$ cat config.mk
export PLATFORM = sky130hd
export DESIGN_NAME = wb_stage_flat
export DESIGN_NICKNAME = d
export VERILOG_FILES = /design/src/rtl/rv32i_pkg.sv /design/src/rtl/wb_stage_if.sv /design/src/rtl/load_align.sv /design/src/rtl/wb_stage.sv /design/src/flat_wrapper.sv
export SDC_FILE = /design/constraint.sdc
export NUM_CORES = 1
export LEC_CHECK = 0
export ABC_AREA = 1
export CORE_ASPECT_RATIO = 1.4
export CORE_MARGIN = 4
export CORE_UTILIZATION = 40
export DETAILED_ROUTE_END_ITERATION = 12
export PLACE_DENSITY = 0.69
export SLEW_MARGIN = 10
export SYNTH_ARGS = -nofsm -noshare
export SYNTH_HDL_FRONTEND = slang
export SYNTH_SLANG_ARGS = --single-unit
export TNS_END_PERCENT = 10
$ cat constraint.sdc
create_clock -name clk -period 3 [get_ports clk]
set_input_delay 0.3 -clock clk [delete_from_list [all_inputs] [get_ports clk]]
set_output_delay 0.3 -clock clk [all_outputs]
set_load 0.01 [all_outputs]
$ cat src/rtl/rv32i_pkg.sv
// rtl/rv32i_pkg.sv - shared rv32i encodings for the writeback stage
package rv32i_pkg;

  localparam logic [1:0] KIND_NONE = 2'd0;
  localparam logic [1:0] KIND_ALU  = 2'd1;
  localparam logic [1:0] KIND_LOAD = 2'd2;
  localparam logic [1:0] KIND_LINK = 2'd3;

  localparam logic [2:0] F3_LB  = 3'b000;
  localparam logic [2:0] F3_LH  = 3'b001;
  localparam logic [2:0] F3_LW  = 3'b010;
  localparam logic [2:0] F3_LBU = 3'b100;
  localparam logic [2:0] F3_LHU = 3'b101;

  typedef logic [0:0] wb_state_t;
  localparam logic [0:0] ST_IDLE     = 1'b0;
  localparam logic [0:0] ST_WAIT_MEM = 1'b1;

  function automatic logic load_illegal(input logic [2:0] funct3);
    return (funct3 == 3'b011) || (funct3 == 3'b110) || (funct3 == 3'b111);
  endfunction

  function automatic logic load_misaligned(input logic [2:0] funct3, input logic [1:0] addr_lo);
    return (((funct3 == F3_LH) || (funct3 == F3_LHU)) && addr_lo[0]) ||
           ((funct3 == F3_LW) && (addr_lo != 2'b00));
  endfunction

endpackage

$ cat src/rtl/wb_stage_if.sv
// rtl/wb_stage_if.sv - retire handshake, load data and regfile write bundle
interface wb_stage_if #(parameter int XLEN = 32);
  import rv32i_pkg::*;

  logic            in_valid;
  logic            in_ready;
  logic [1:0]      in_kind;
  logic [4:0]      in_rd;
  logic [2:0]      in_funct3;
  logic [1:0]      in_addr_lo;
  logic [XLEN-1:0] in_result;
  logic            mem_rvalid;
  logic [XLEN-1:0] mem_rdata;
  logic            w_enable;
  logic [4:0]      w_reg_name;
  logic [XLEN-1:0] w_reg_val;
  logic            load_err;
  logic [XLEN-1:0] retire_cnt;

  modport master (
    output in_valid, in_kind, in_rd, in_funct3, in_addr_lo, in_result, mem_rvalid, mem_rdata,
    input  in_ready, w_enable, w_reg_name, w_reg_val, load_err, retire_cnt
  );

  modport slave (
    input  in_valid, in_kind, in_rd, in_funct3, in_addr_lo, in_result, mem_rvalid, mem_rdata,
    output in_ready, w_enable, w_reg_name, w_reg_val, load_err, retire_cnt
  );

endinterface

$ cat src/rtl/load_align.sv
// rtl/load_align.sv - shift the loaded word to its byte lane and extend by funct3
module load_align
  import rv32i_pkg::*;
#(
  parameter int XLEN = 32
) (
  input  logic [2:0]      funct3_i,
  input  logic [1:0]      addr_lo_i,
  input  logic [XLEN-1:0] rdata_i,
  output logic [XLEN-1:0] value_o
);

  logic [XLEN-1:0] shifted;

  always_comb begin
    shifted = rdata_i >> {addr_lo_i, 3'b000};
    unique case (funct3_i)
      F3_LB:   value_o = {{(XLEN-8){shifted[7]}}, shifted[7:0]};
      F3_LBU:  value_o = {{(XLEN-8){1'b0}}, shifted[7:0]};
      F3_LH:   value_o = {{(XLEN-16){shifted[15]}}, shifted[15:0]};
      F3_LHU:  value_o = {{(XLEN-16){1'b0}}, shifted[15:0]};
      default: value_o = shifted;
    endcase
  end

endmodule

$ cat src/rtl/wb_stage.sv
// rtl/wb_stage.sv - rv32i writeback: retire handshake, load wait/align, regfile write
module wb_stage
  import rv32i_pkg::*;
#(
  parameter int XLEN = 32
) (
  input  logic        clk,
  input  logic        rst,
  wb_stage_if.slave   bus
);

  logic [0:0]      state_q, state_d;
  logic [4:0]      rd_q, rd_d;
  logic [2:0]      f3_q, f3_d;
  logic [1:0]      lo_q, lo_d;
  logic            w_en_q, w_en_d;
  logic [4:0]      w_name_q, w_name_d;
  logic [XLEN-1:0] w_val_q, w_val_d;
  logic            err_q, err_d;
  logic [XLEN-1:0] retire_q, retire_d;
  logic [XLEN-1:0] load_val;
  logic            accept;

  load_align #(.XLEN(XLEN)) u_align (
    .funct3_i  (f3_q),
    .addr_lo_i (lo_q),
    .rdata_i   (bus.mem_rdata),
    .value_o   (load_val)
  );

  assign accept = bus.in_valid && (state_q == ST_IDLE);

  always_comb begin
    state_d  = state_q;
    rd_d     = rd_q;
    f3_d     = f3_q;
    lo_d     = lo_q;
    w_en_d   = 1'b0;
    w_name_d = w_name_q;
    w_val_d  = w_val_q;
    err_d    = 1'b0;
    retire_d = retire_q;
    if (state_q == ST_IDLE) begin
      if (accept) begin
        if (bus.in_kind == KIND_LOAD) begin
          if (load_illegal(bus.in_funct3) || load_misaligned(bus.in_funct3, bus.in_addr_lo)) begin
            err_d = 1'b1;
          end else begin
            rd_d    = bus.in_rd;
            f3_d    = bus.in_funct3;
            lo_d    = bus.in_addr_lo;
            state_d = ST_WAIT_MEM;
          end
        end else begin
          // NONE still retires; name/value only move when a real write happens
          retire_d = retire_q + XLEN'(1);
          if ((bus.in_rd != 5'd0) && (bus.in_kind != KIND_NONE)) begin
            w_en_d   = 1'b1;
            w_name_d = bus.in_rd;
            w_val_d  = bus.in_result;
          end
        end
      end
    end else if (bus.mem_rvalid) begin
      retire_d = retire_q + XLEN'(1);
      state_d  = ST_IDLE;
      if (rd_q != 5'd0) begin
        w_en_d   = 1'b1;
        w_name_d = rd_q;
        w_val_d  = load_val;
      end
    end
  end

  always_ff @(posedge clk or posedge rst) begin
    if (rst) begin
      state_q  <= ST_IDLE;
      rd_q     <= '0;
      f3_q     <= '0;
      lo_q     <= '0;
      w_en_q   <= 1'b0;
      w_name_q <= '0;
      w_val_q  <= '0;
      err_q    <= 1'b0;
      retire_q <= '0;
    end else begin
      state_q  <= state_d;
      rd_q     <= rd_d;
      f3_q     <= f3_d;
      lo_q     <= lo_d;
      w_en_q   <= w_en_d;
      w_name_q <= w_name_d;
      w_val_q  <= w_val_d;
      err_q    <= err_d;
      retire_q <= retire_d;
    end
  end

  assign bus.in_ready   = (state_q == ST_IDLE);
  assign bus.w_enable   = w_en_q;
  assign bus.w_reg_name = w_name_q;
  assign bus.w_reg_val  = w_val_q;
  assign bus.load_err   = err_q;
  assign bus.retire_cnt = retire_q;

endmodule

$ cat src/flat_wrapper.sv
// flat-port wrapper written by rule: the top's interface ports become plain ports
module wb_stage_flat import rv32i_pkg::*;
#(
  parameter int XLEN = 32
)
  (clk, rst, bus_in_valid, bus_in_kind, bus_in_rd, bus_in_funct3, bus_in_addr_lo, bus_in_result, bus_mem_rvalid, bus_mem_rdata, bus_in_ready, bus_w_enable, bus_w_reg_name, bus_w_reg_val, bus_load_err, bus_retire_cnt);
  wb_stage_if #(.XLEN(XLEN)) bus_i ();
  input  logic clk;
  input  logic rst;
  input wire logic [$bits(bus_i.in_valid)-1:0] bus_in_valid;
  input wire logic [$bits(bus_i.in_kind)-1:0] bus_in_kind;
  input wire logic [$bits(bus_i.in_rd)-1:0] bus_in_rd;
  input wire logic [$bits(bus_i.in_funct3)-1:0] bus_in_funct3;
  input wire logic [$bits(bus_i.in_addr_lo)-1:0] bus_in_addr_lo;
  input wire logic [$bits(bus_i.in_result)-1:0] bus_in_result;
  input wire logic [$bits(bus_i.mem_rvalid)-1:0] bus_mem_rvalid;
  input wire logic [$bits(bus_i.mem_rdata)-1:0] bus_mem_rdata;
  output wire logic [$bits(bus_i.in_ready)-1:0] bus_in_ready;
  output wire logic [$bits(bus_i.w_enable)-1:0] bus_w_enable;
  output wire logic [$bits(bus_i.w_reg_name)-1:0] bus_w_reg_name;
  output wire logic [$bits(bus_i.w_reg_val)-1:0] bus_w_reg_val;
  output wire logic [$bits(bus_i.load_err)-1:0] bus_load_err;
  output wire logic [$bits(bus_i.retire_cnt)-1:0] bus_retire_cnt;
  assign bus_i.in_valid = bus_in_valid;
  assign bus_i.in_kind = bus_in_kind;
  assign bus_i.in_rd = bus_in_rd;
  assign bus_i.in_funct3 = bus_in_funct3;
  assign bus_i.in_addr_lo = bus_in_addr_lo;
  assign bus_i.in_result = bus_in_result;
  assign bus_i.mem_rvalid = bus_mem_rvalid;
  assign bus_i.mem_rdata = bus_mem_rdata;
  assign bus_in_ready = bus_i.in_ready;
  assign bus_w_enable = bus_i.w_enable;
  assign bus_w_reg_name = bus_i.w_reg_name;
  assign bus_w_reg_val = bus_i.w_reg_val;
  assign bus_load_err = bus_i.load_err;
  assign bus_retire_cnt = bus_i.retire_cnt;
  wb_stage #(.XLEN(XLEN)) u_core (.clk(clk), .rst(rst), .bus(bus_i));
endmodule
==> flow_summary.yaml, run 1 <==
drt:
  ant_nets: 0
  firstDrtPassIters: 5
  dr_total_vias: 5395
  vias_per_cell: 5.042
  drt_iter0_markers: 294
  wl_mm: 16.65
  wl_per_cell_um: 15.56
  route.detailed.drc: 0
critical_path:
  cp.arrival_ps: 2530
  critical-path-slowest-cell: "dfrtp_1"
  reg2reg_depth: 6
  crit_chain: "inv_1 > nand3_1 > nand3_2 > nand3_1 > nand3_1 > nand2_1"
  startpoint_type: "register"
  reg2reg_setup_slack_ps: 740
  path_max_fanout: 24
  r2r-start: "u_core.lo_q[1]$_DFFE_PP0P_"
  worstSetupPathType: "reg2reg"
  crit_path_end_kind: "register"
  crit_family: "simple AND/OR/NAND/NOR gates"
  path_buf_inv: 1
  crit_top_cell: "nand3_1"
  required_ps: 3280
  r2r_end: "u_core.bus.w_reg_val[30]$_DFFE_PP0P_"
  cp_slowest_stage_delay_ps: 610
min_path:
  hp-class: "in2async"
die:
  start_util_pct: 40.72
  coreArea_mm2: 0.01287
  dieArea_mm2: 0.01503
  rows: 49
  ios: 152
  die_w_um: 104.8
  die_h_um: 143.5
timing:
  slew_headroom_pct: 52.53
  rsz0062_at_grt: "false"
  setup_viol: 0
  holdWs_ps: 365.2
  period_needed_ps: 2256
  tns_ps: 0
  hold_violations: 0
  finalCritPeriodShare_pct: 75.20
  fmax_mhz: 443.3
  fin_skew_ps: 8.760
  worst_pin_slew_ps: 711.3
  drv_slew: 0
clock_tree:
  cts-root-buf: "clkbuf_16"
  cts_tree: "built"
  htreeDepth: 3
  cts_made_buffers: 9
  cts.sinks: 82
  clkLatencyLatePin_ps: 340
  cts_buffer_depth: 2
  path_clk_slew_ps: 60
  holdBufCountCts: 0
  post_cts_buffers: 0
  cts_resized: 0
status:
  status: "complete, no violations"
synth:
  synthesis.nets: 860
  ys_top_cells_by_area: "dfrtp_1 39%, nand2_1 25%, nand3_1 8.9%"
  synth.cell_area_mm2: 0.005243
  synthFlopType: "dfrtp_1"
  synth_edf_count: 0
  ys_ff_latch: 82
  syn_area_per_cell_um2: 6.730
  synth_top_cells_by_count: "346 x nand2_1, 93 x nand3_1, 82 x dfrtp_1, 58 x nor2_1, 47 x inv_1"
  synth_cells: 779
  synth.distinct_cells: 31
  synth-seq-area-share_pct: 39.14
  yosysMostFrequentCell: "nand2_1"
  yosysWarnings: 0
  async_flop_share_pct: 100.0
  synth_top_area_share_pct: 39.14
  yosysTopAreaCell: "dfrtp_1"
cells_and_area:
  diodes: 0
  layout-drive-gt1-share_pct: 8.070
  syn2layout_area_growth_pct: 35.35
  finalNetCount: 993
  fin_area_mm2: 0.007096
place:
  place.detailed.hpwl_mm: 12.01
  gp_congestion: 0.9023
  postPlaceCellArea_mm2: 0.006766
  numPortBuffers: 151
grt:
  grt.overflow.total: 0
  first_global_vias: 5103
  grt_first_pass_wirelength_mm: 26.28
  grt_usage_pct: 22.08
  grt_antenna_before_repair: 0
  grt_max_degree: 48
job:
  maxCapViolations: 0
pwr:
  p_leak_uw: 0.003312
  power_density_mw_per_mm2: 582.7
  ir_drop_mv: 0.3029
  power_uw: 4135
==> final cells by class <==
| cell class | instances | area, um^2 |
|---|---|---|
| inverter | 53 | 202.7 |
| multi-input combinational | 610 | 2759 |
| clock inverter | 6 | 90.09 |
| timing repair buffer | 156 | 1562 |
| tap | 153 | 191.4 |
| clock buffer | 10 | 239.0 |
| fill | 1236 | 5779 |
| sequential | 82 | 2052 |
==> worst max path at each step <==
stage,slack (ps),depth (start not counted),end,from
detailed placement,770,6,u_core.bus.w_reg_val[25]$_DFFE_PP0P_,u_core.lo_q[1]$_DFFE_PP0P_
finish,740,6,u_core.bus.w_reg_val[30]$_DFFE_PP0P_,u_core.lo_q[1]$_DFFE_PP0P_
global placement,830,6,u_core.bus.w_reg_val[25]$_DFFE_PP0P_,u_core.lo_q[1]$_DFFE_PP0P_
global route,580,6,u_core.bus.w_reg_val[24]$_DFFE_PP0P_,u_core.lo_q[1]$_DFFE_PP0P_
floorplan,590,1,u_core.bus.load_err$_DFF_PP0_,rst
CTS,750,6,u_core.bus.w_reg_val[30]$_DFFE_PP0P_,u_core.lo_q[1]$_DFFE_PP0P_
==> worst register-to-register path, stage by stage, from the launching register on <==
cell and delay (ps):
dfrtp_1 610, inv_1 430, nand3_1 260, nand3_2 460
nand3_1 270, nand3_1 90, nand2_1 80
==> through the flow <==
| stage | setup WS (ps) | cells | utilization (%) |
|---|---|---|---|
| floorplan | 591.6 | 779 | - |
| global placement | 825.2 | 1054 | 52.56 |
| detailed placement | 772.1 | 1054 | 52.56 |
| CTS | 752.2 | 1070 | 55.11 |
| global route | 575.1 | 1070 | 55.11 |
| finish | 743.9 | 1070 | 55.11 |
==> report_power, final <==
group	leakage (uW)	switching [uW]	internal [uW]	total, uW
logic	0.00212	769	632	1400
clock network	0.000159	479	754	1230
registers	0.00104	193	1310	1500
total	0.00331	1440	2690	4130
==> cell families (layout without fill, tap and decap cells) <==
family	Yosys count	in the layout	share of synthesized area [%]
buf+inv	87	225	8.234
flops	82	82	39.14
compound gates	43	43	4.630
xor+xnor	15	15	2.506
fa+ha+maj	1	1	0.2386
simple gates	551	551	45.25
==> flip-flops by register name, indices dropped and copies added, names as in the netlist <==
register / flops
u_core.bus.retire_cnt: 32
u_core.bus.w_reg_val: 32
u_core.bus.w_reg_name: 5
u_core.rd_q: 5
u_core.f3_q: 3
u_core.lo_q: 2
u_core.bus.load_err: 1
u_core.bus.w_enable: 1
u_core.state_q: 1
==> layer usage <==
layer	share of wire [%]	vias up	track usage [%]
li1	-	2718	-
met1	40	2421	25.71
met2	51	222	39.97
met3	6.5	34	4.629
met4	3.0	0	8.224
met5	0	-	0
==> placed cells by master, fill, tap and decap left out, drive strengths merged, types with 4 or more instances in the layout <==
| master | instances |
|---|---|
| clkbuf | 10 |
| inv | 52 |
| dfrtp | 82 |
| a21oi | 9 |
| nand4 | 5 |
| or2 | 24 |
| o211ai | 7 |
| nand3 | 97 |
| nand2 | 351 |
| clkinv | 4 |
| a31oi | 8 |
| nor2 | 70 |
| clkdlybuf4s50 | 151 |
| buf | 5 |
| o21ai | 19 |
| xor2 | 13 |
Power figures use the tool's default switching activity.
==> inputs of run 2 (changes only) <==
--- a/config.mk
+++ b/config.mk
@@ -10,7 +10,7 @@
 export CORE_MARGIN = 4
 export CORE_UTILIZATION = 40
 export DETAILED_ROUTE_END_ITERATION = 12
-export PLACE_DENSITY = 0.69
+export PLACE_DENSITY = 0.72
 export SLEW_MARGIN = 10
 export SYNTH_ARGS = -nofsm -noshare
 export SYNTH_HDL_FRONTEND = slang
==> constraint.sdc (replaced) <==
create_clock -name clk -period 1.82 [get_ports clk]
set_input_delay 0.182 -clock clk [delete_from_list [all_inputs] [get_ports clk]]
set_output_delay 0.182 -clock clk [all_outputs]
set_load 0.01 [all_outputs]
==> run 2 against run 1 <==
Compared with the run above: flip-flop and latch count is the same; utilization grew 1.1 points; first-iteration DRC count shrank 4.4%; sequential power grew 64%; clock-buffer cell count grew 1; power grew 65%; register-to-register slack lost 520 ps; highest routed layer unchanged.
==> flow_summary.yaml, run 2 (synthesized netlist as in run 1, its figures left out) <==
job:
  maxCapViolations: 0
cells_and_area:
  layout-drive-gt1-share_pct: 9.743
  diodes: 0
  multiInputGateArea_mm2: 0.002764
  final_util_pct: 56.17
  nFillCells: 1228
  syn2layout_area_growth_pct: 37.95
  fin_area_mm2: 0.007232
  instances_no_fill: 1087
  most-common-layout-cells: "346 x nand2_1, 151 x clkdlybuf4s50_1, 93 x nand3_1"
  final-seq-area_mm2: 0.002052
  finalNetCount: 1010
  mostFrequentLayoutCell: "nand2_1"
drt:
  vias_per_cell: 5.006
  ant_nets: 0
  wl_mm: 16.51
  route.detailed.drc: 0
  firstDrtPassIters: 7
  drt_iter0_markers: 281
  wl_per_cell_um: 15.19
  dr_total_vias: 5442
place:
  dpl_worst_slack_ps: -31.75
  numPortBuffers: 151
  place.detailed.hpwl_mm: 12.24
  postPlaceCellArea_mm2: 0.006909
  gp_congestion: 0.9375
  dp.cells: 1071
pwr:
  ir_drop_mv: 0.4502
  power_density_mw_per_mm2: 944.1
  power_uw: 6828
  p_leak_uw: 0.003386
die:
  dieArea_mm2: 0.01503
  rows: 49
  start_util_pct: 40.72
  die_h_um: 143.5
  coreArea_mm2: 0.01287
  ios: 152
  die_w_um: 104.8
clock_tree:
  post_cts_buffers: 0
  cts_made_buffers: 9
  htreeDepth: 3
  cts_buffer_depth: 2
  cts_tree: "built"
  clkLatencyLatePin_ps: 340
  holdBufCountCts: 0
  cts.sinks: 82
  path_clk_slew_ps: 60
  cts-root-buf: "clkbuf_16"
critical_path:
  startpoint_type: "register"
  cp_slowest_stage_delay_ps: 550
  crit_path_end_kind: "output pin"
  cp.arrival_ps: 1560
  worstSetupPathType: "reg2out"
  required_ps: 1640
  crit_chain: "inv_4 > clkdlybuf4s50_1"
  path_max_fanout: 10
  critical-path-slowest-cell: "clkdlybuf4s50_1"
timing:
  slew_headroom_pct: 55.75
  hold_violations: 0
  drv_slew: 0
  fin_skew_ps: 5.588
  worst_pin_slew_ps: 662.7
  setup_ws_ps: 75.28
  rsz0062_at_grt: "false"
  finalCritPeriodShare_pct: 95.86
  fmax_mhz: 573.2
  setup_viol: 0
  period_needed_ps: 1745
grt:
  grt_first_pass_wirelength_mm: 26.74
  grt_antenna_before_repair: 0
  grt.overflow.total: 0
  first_global_vias: 5287
  grt_usage_pct: 22.29
  grt_max_degree: 83
status:
  status: "complete, no violations"
min_path:
  hp-class: "in2async"
-- run 2: stage by stage --
stage | hold slack [ps] | TNS [ps]
floorplan | 330.4 | 0
global placement | 455.2 | 0
detailed placement | 458.3 | -218.2
CTS | 336.0 | 0
global route | 336.2 | 0
finish | 273.5 | 0
-- run 2: cell type report --
class	count	area share, %
multi-input combinational	610	38.22
timing repair buffer	173	23.53
sequential	82	28.37
tap	153	2.647
clock buffer	11	3.495
clock inverter	5	0.8651
inverter	53	2.872
-- run 2: power by group --
| part | switching, uW | internal, uW |
|---|---|---|
| logic | 1310 | 1130 |
| registers | 304 | 2160 |
| clock network | 789 | 1140 |
| total | 2400 | 4430 |
-- run 2: per-layer routing --
layer	track usage, %	part of all wire, %	wire, um
met2	39.60	50	8331
met1	26.37	40	6600
met4	10.57	3.5	582
met5	0	0	0
met3	3.551	6.0	993
-- run 2: worst max-delay path: cells and delay by family (launching register included) --
family                 cells  cell delay (ps)
DFF                        1              490
buffers and inverters      2              730
-- run 2: repair_timing --
action	in CTS	in global routing
hold endpoints to repair	0	0
resized for setup	0	2
setup endpoints to repair	0	2
-- run 2: worst paths after layout --
check / cells past startpoint / to / slack (ps) / from
worst max-delay path: 2 / bus_in_ready / 80 / u_core.state_q$_DFF_PP0_
worst min-delay path: 3 / u_core.bus.w_reg_val[27]$_DFFE_PP0P_ / 270 / rst
worst max register to register: 10 / u_core.bus.retire_cnt[30]$_DFFE_PP0P_ / 220 / u_core.bus.retire_cnt[0]$_DFFE_PP0P_
worst min register to register: 2 / u_core.bus.w_reg_name[0]$_DFFE_PP0P_ / 470 / u_core.bus.w_reg_name[0]$_DFFE_PP0P_
max in group asynchronous: 3 / u_core.rd_q[4]$_DFFE_PP0P_ / 1140 / rst
min in group clk: 3 / u_core.f3_q[0]$_DFFE_PP0P_ / 450 / bus_in_funct3[0]
==> inputs of run 3 (changes only) <==
--- a/config.mk
+++ b/config.mk
@@ -10,7 +10,7 @@
 export CORE_MARGIN = 4
 export CORE_UTILIZATION = 40
 export DETAILED_ROUTE_END_ITERATION = 12
-export PLACE_DENSITY = 0.72
+export PLACE_DENSITY_LB_ADDON = 0.2
 export SLEW_MARGIN = 10
 export SYNTH_ARGS = -nofsm -noshare
 export SYNTH_HDL_FRONTEND = slang
==> run 3 against run 2 <==
Compared with the run above: highest routed layer unchanged; sequential share of layout area shrank 0.19 points; sequential power is essentially flat; combinational power is essentially flat; hold slack gained 46 ps; critical path depth is the same; via count shrank 0.83%; utilization grew 0.38 points; power grew 1.5%.
==> flow_summary.yaml, run 3 (synthesized netlist as in run 1, its figures left out) <==
place:
  numPortBuffers: 151
  place.detailed.hpwl_mm: 12.34
  dp.cells: 1070
  dpl_worst_slack_ps: 48.82
  postPlaceCellArea_mm2: 0.006939
  gp_congestion: 0.9041
drt:
  route.detailed.drc: 0
  wl_mm: 16.51
  dr_total_vias: 5397
  ant_nets: 0
  firstDrtPassIters: 5
  wl_per_cell_um: 15.20
  drt_iter0_markers: 238
  vias_per_cell: 4.970
timing:
  setup_viol: 0
  hold_violations: 0
  setup_ws_ps: 168.8
  worst_pin_slew_ps: 606.4
  tns_ps: 0
  slew_headroom_pct: 59.53
  period_needed_ps: 1651
  fin_skew_ps: 5.755
  rsz0062_at_grt: "false"
  fmax_mhz: 605.6
  finalCritPeriodShare_pct: 90.72
  drv_slew: 0
min_path:
  hp-class: "in2async"
die:
  ios: 152
  coreArea_mm2: 0.01287
  rows: 49
  dieArea_mm2: 0.01503
  die_h_um: 143.5
  start_util_pct: 40.72
  die_w_um: 104.8
clock_tree:
  holdBufCountCts: 0
  cts_made_buffers: 9
  htreeDepth: 3
  cts_tree: "built"
  cts_buffer_depth: 2
  cts.sinks: 82
  clkLatencyLatePin_ps: 340
  cts-root-buf: "clkbuf_16"
  path_clk_slew_ps: 60
cells_and_area:
  fin_area_mm2: 0.007281
  instances_no_fill: 1086
  most-common-layout-cells: "346 x nand2_1, 151 x clkdlybuf4s50_1, 93 x nand3_1"
  final-seq-area_mm2: 0.002052
  finalNetCount: 1009
  syn2layout_area_growth_pct: 38.88
  multiInputGateArea_mm2: 0.002771
  diodes: 0
  layout-drive-gt1-share_pct: 9.646
  nFillCells: 1225
  mostFrequentLayoutCell: "nand2_1"
critical_path:
  cp.arrival_ps: 1470
  startpoint_type: "register"
  crit_chain: "inv_2 > clkdlybuf4s50_1"
  crit_path_end_kind: "output pin"
  reg2reg_setup_slack_ps: 220
  path_max_fanout: 6
  critical-path-slowest-cell: "clkdlybuf4s50_1"
  worstSetupPathType: "reg2out"
  path_buf_inv: 2
  crit_family: "buffers and inverters"
  required_ps: 1640
  cp_slowest_stage_delay_ps: 550
pwr:
  p_leak_uw: 0.003405
  ir_drop_mv: 0.4823
  power_density_mw_per_mm2: 952.3
grt:
  grt_usage_pct: 21.77
  grt_antenna_before_repair: 0
  grt_first_pass_wirelength_mm: 26.09
  first_global_vias: 5082
  grt.overflow.total: 0
  grt_max_degree: 83
job:
  maxCapViolations: 0
status:
  status: "complete, no violations"
run 3: cell count changes in the layout (fill, tap and decap cells not counted):
cell | previous run | this run
buf_12 | 2 | 5
buf_4 | 20 | 16
bufinv_16 | 1 | 2
clkbuf_8 | 2 | 1
clkinv_2 | 0 | 1
clkinvlp_4 | 3 | 2
inv_2 | 4 | 5
inv_4 | 2 | 1
nand3_2 | 2 | 1
nand3_4 | 2 | 3
run 3: worst register-to-register path: stages, from the launching register on:
cell and delay (ps):
dfrtp_1 390, ha_1 240, inv_1 100, nor2_4 200, nand2_1 90, nor2_2 210, nand2_1 80, nand2_1 50
nand2_1 50, nand2_1 50, nand2_1 50
run 3: power by group:
part	switching (uW)	internal, uW
Combinational	1320	1140
Clock	783	1240
Sequential	288	2160
run 3: metal layers:
| layer | GRT usage [%] | wire (um) |
|---|---|---|
| met1 | 25.51 | 6519 |
| met2 | 40.07 | 8603 |
| met3 | 2.876 | 916 |
| met4 | 8.915 | 468 |
| met5 | 0 | 0 |
run 3: cell type report:
type	instances	area share, %
Multi-Input combinational cell	610	38.07
Sequential cell	82	28.18
Timing Repair Buffer	172	23.78
Clock buffer	10	3.282
Inverter	53	2.818
Tap cell	153	2.629
Clock inverter	6	1.237
run 3: repair_timing:
| item | 4_1_cts | 5_1_grt |
|---|---|---|
| endpoints found under the setup margin | 0 | 20 |
| buffers inserted | 0 | 0 |
| gates resized for setup | 0 | 2 |
run 3: worst paths after layout:
kind,start,to,cells after the start
max,u_core.state_q$_DFF_PP0_,bus_in_ready,2
min reg2reg,u_core.bus.w_reg_name[0]$_DFFE_PP0P_,u_core.bus.w_reg_name[0]$_DFFE_PP0P_,2
min in group clk,bus_in_funct3[1],u_core.f3_q[1]$_DFFE_PP0P_,3
max reg2reg,u_core.bus.retire_cnt[1]$_DFFE_PP0P_,u_core.bus.retire_cnt[30]$_DFFE_PP0P_,10
min,rst,u_core.bus.retire_cnt[11]$_DFFE_PP0P_,3
max in group asynchronous,rst,u_core.bus.w_reg_val[2]$_DFFE_PP0P_,3
run 3: metrics by stage:
| step | utilization [%] | hold slack (ps) | power, uW |
|---|---|---|---|
| 2_1_floorplan | - | 330.4 | 3760 |
| 3_3_place_gp | 53.90 | 459.0 | 4916 |
| 3_5_place_dp | 53.90 | 464.3 | 4929 |
| 4_1_cts | 56.45 | 346.3 | 6984 |
| 5_1_grt | 56.55 | 371.5 | 7331 |
| 6_report | 56.55 | 319.4 | 6933 |
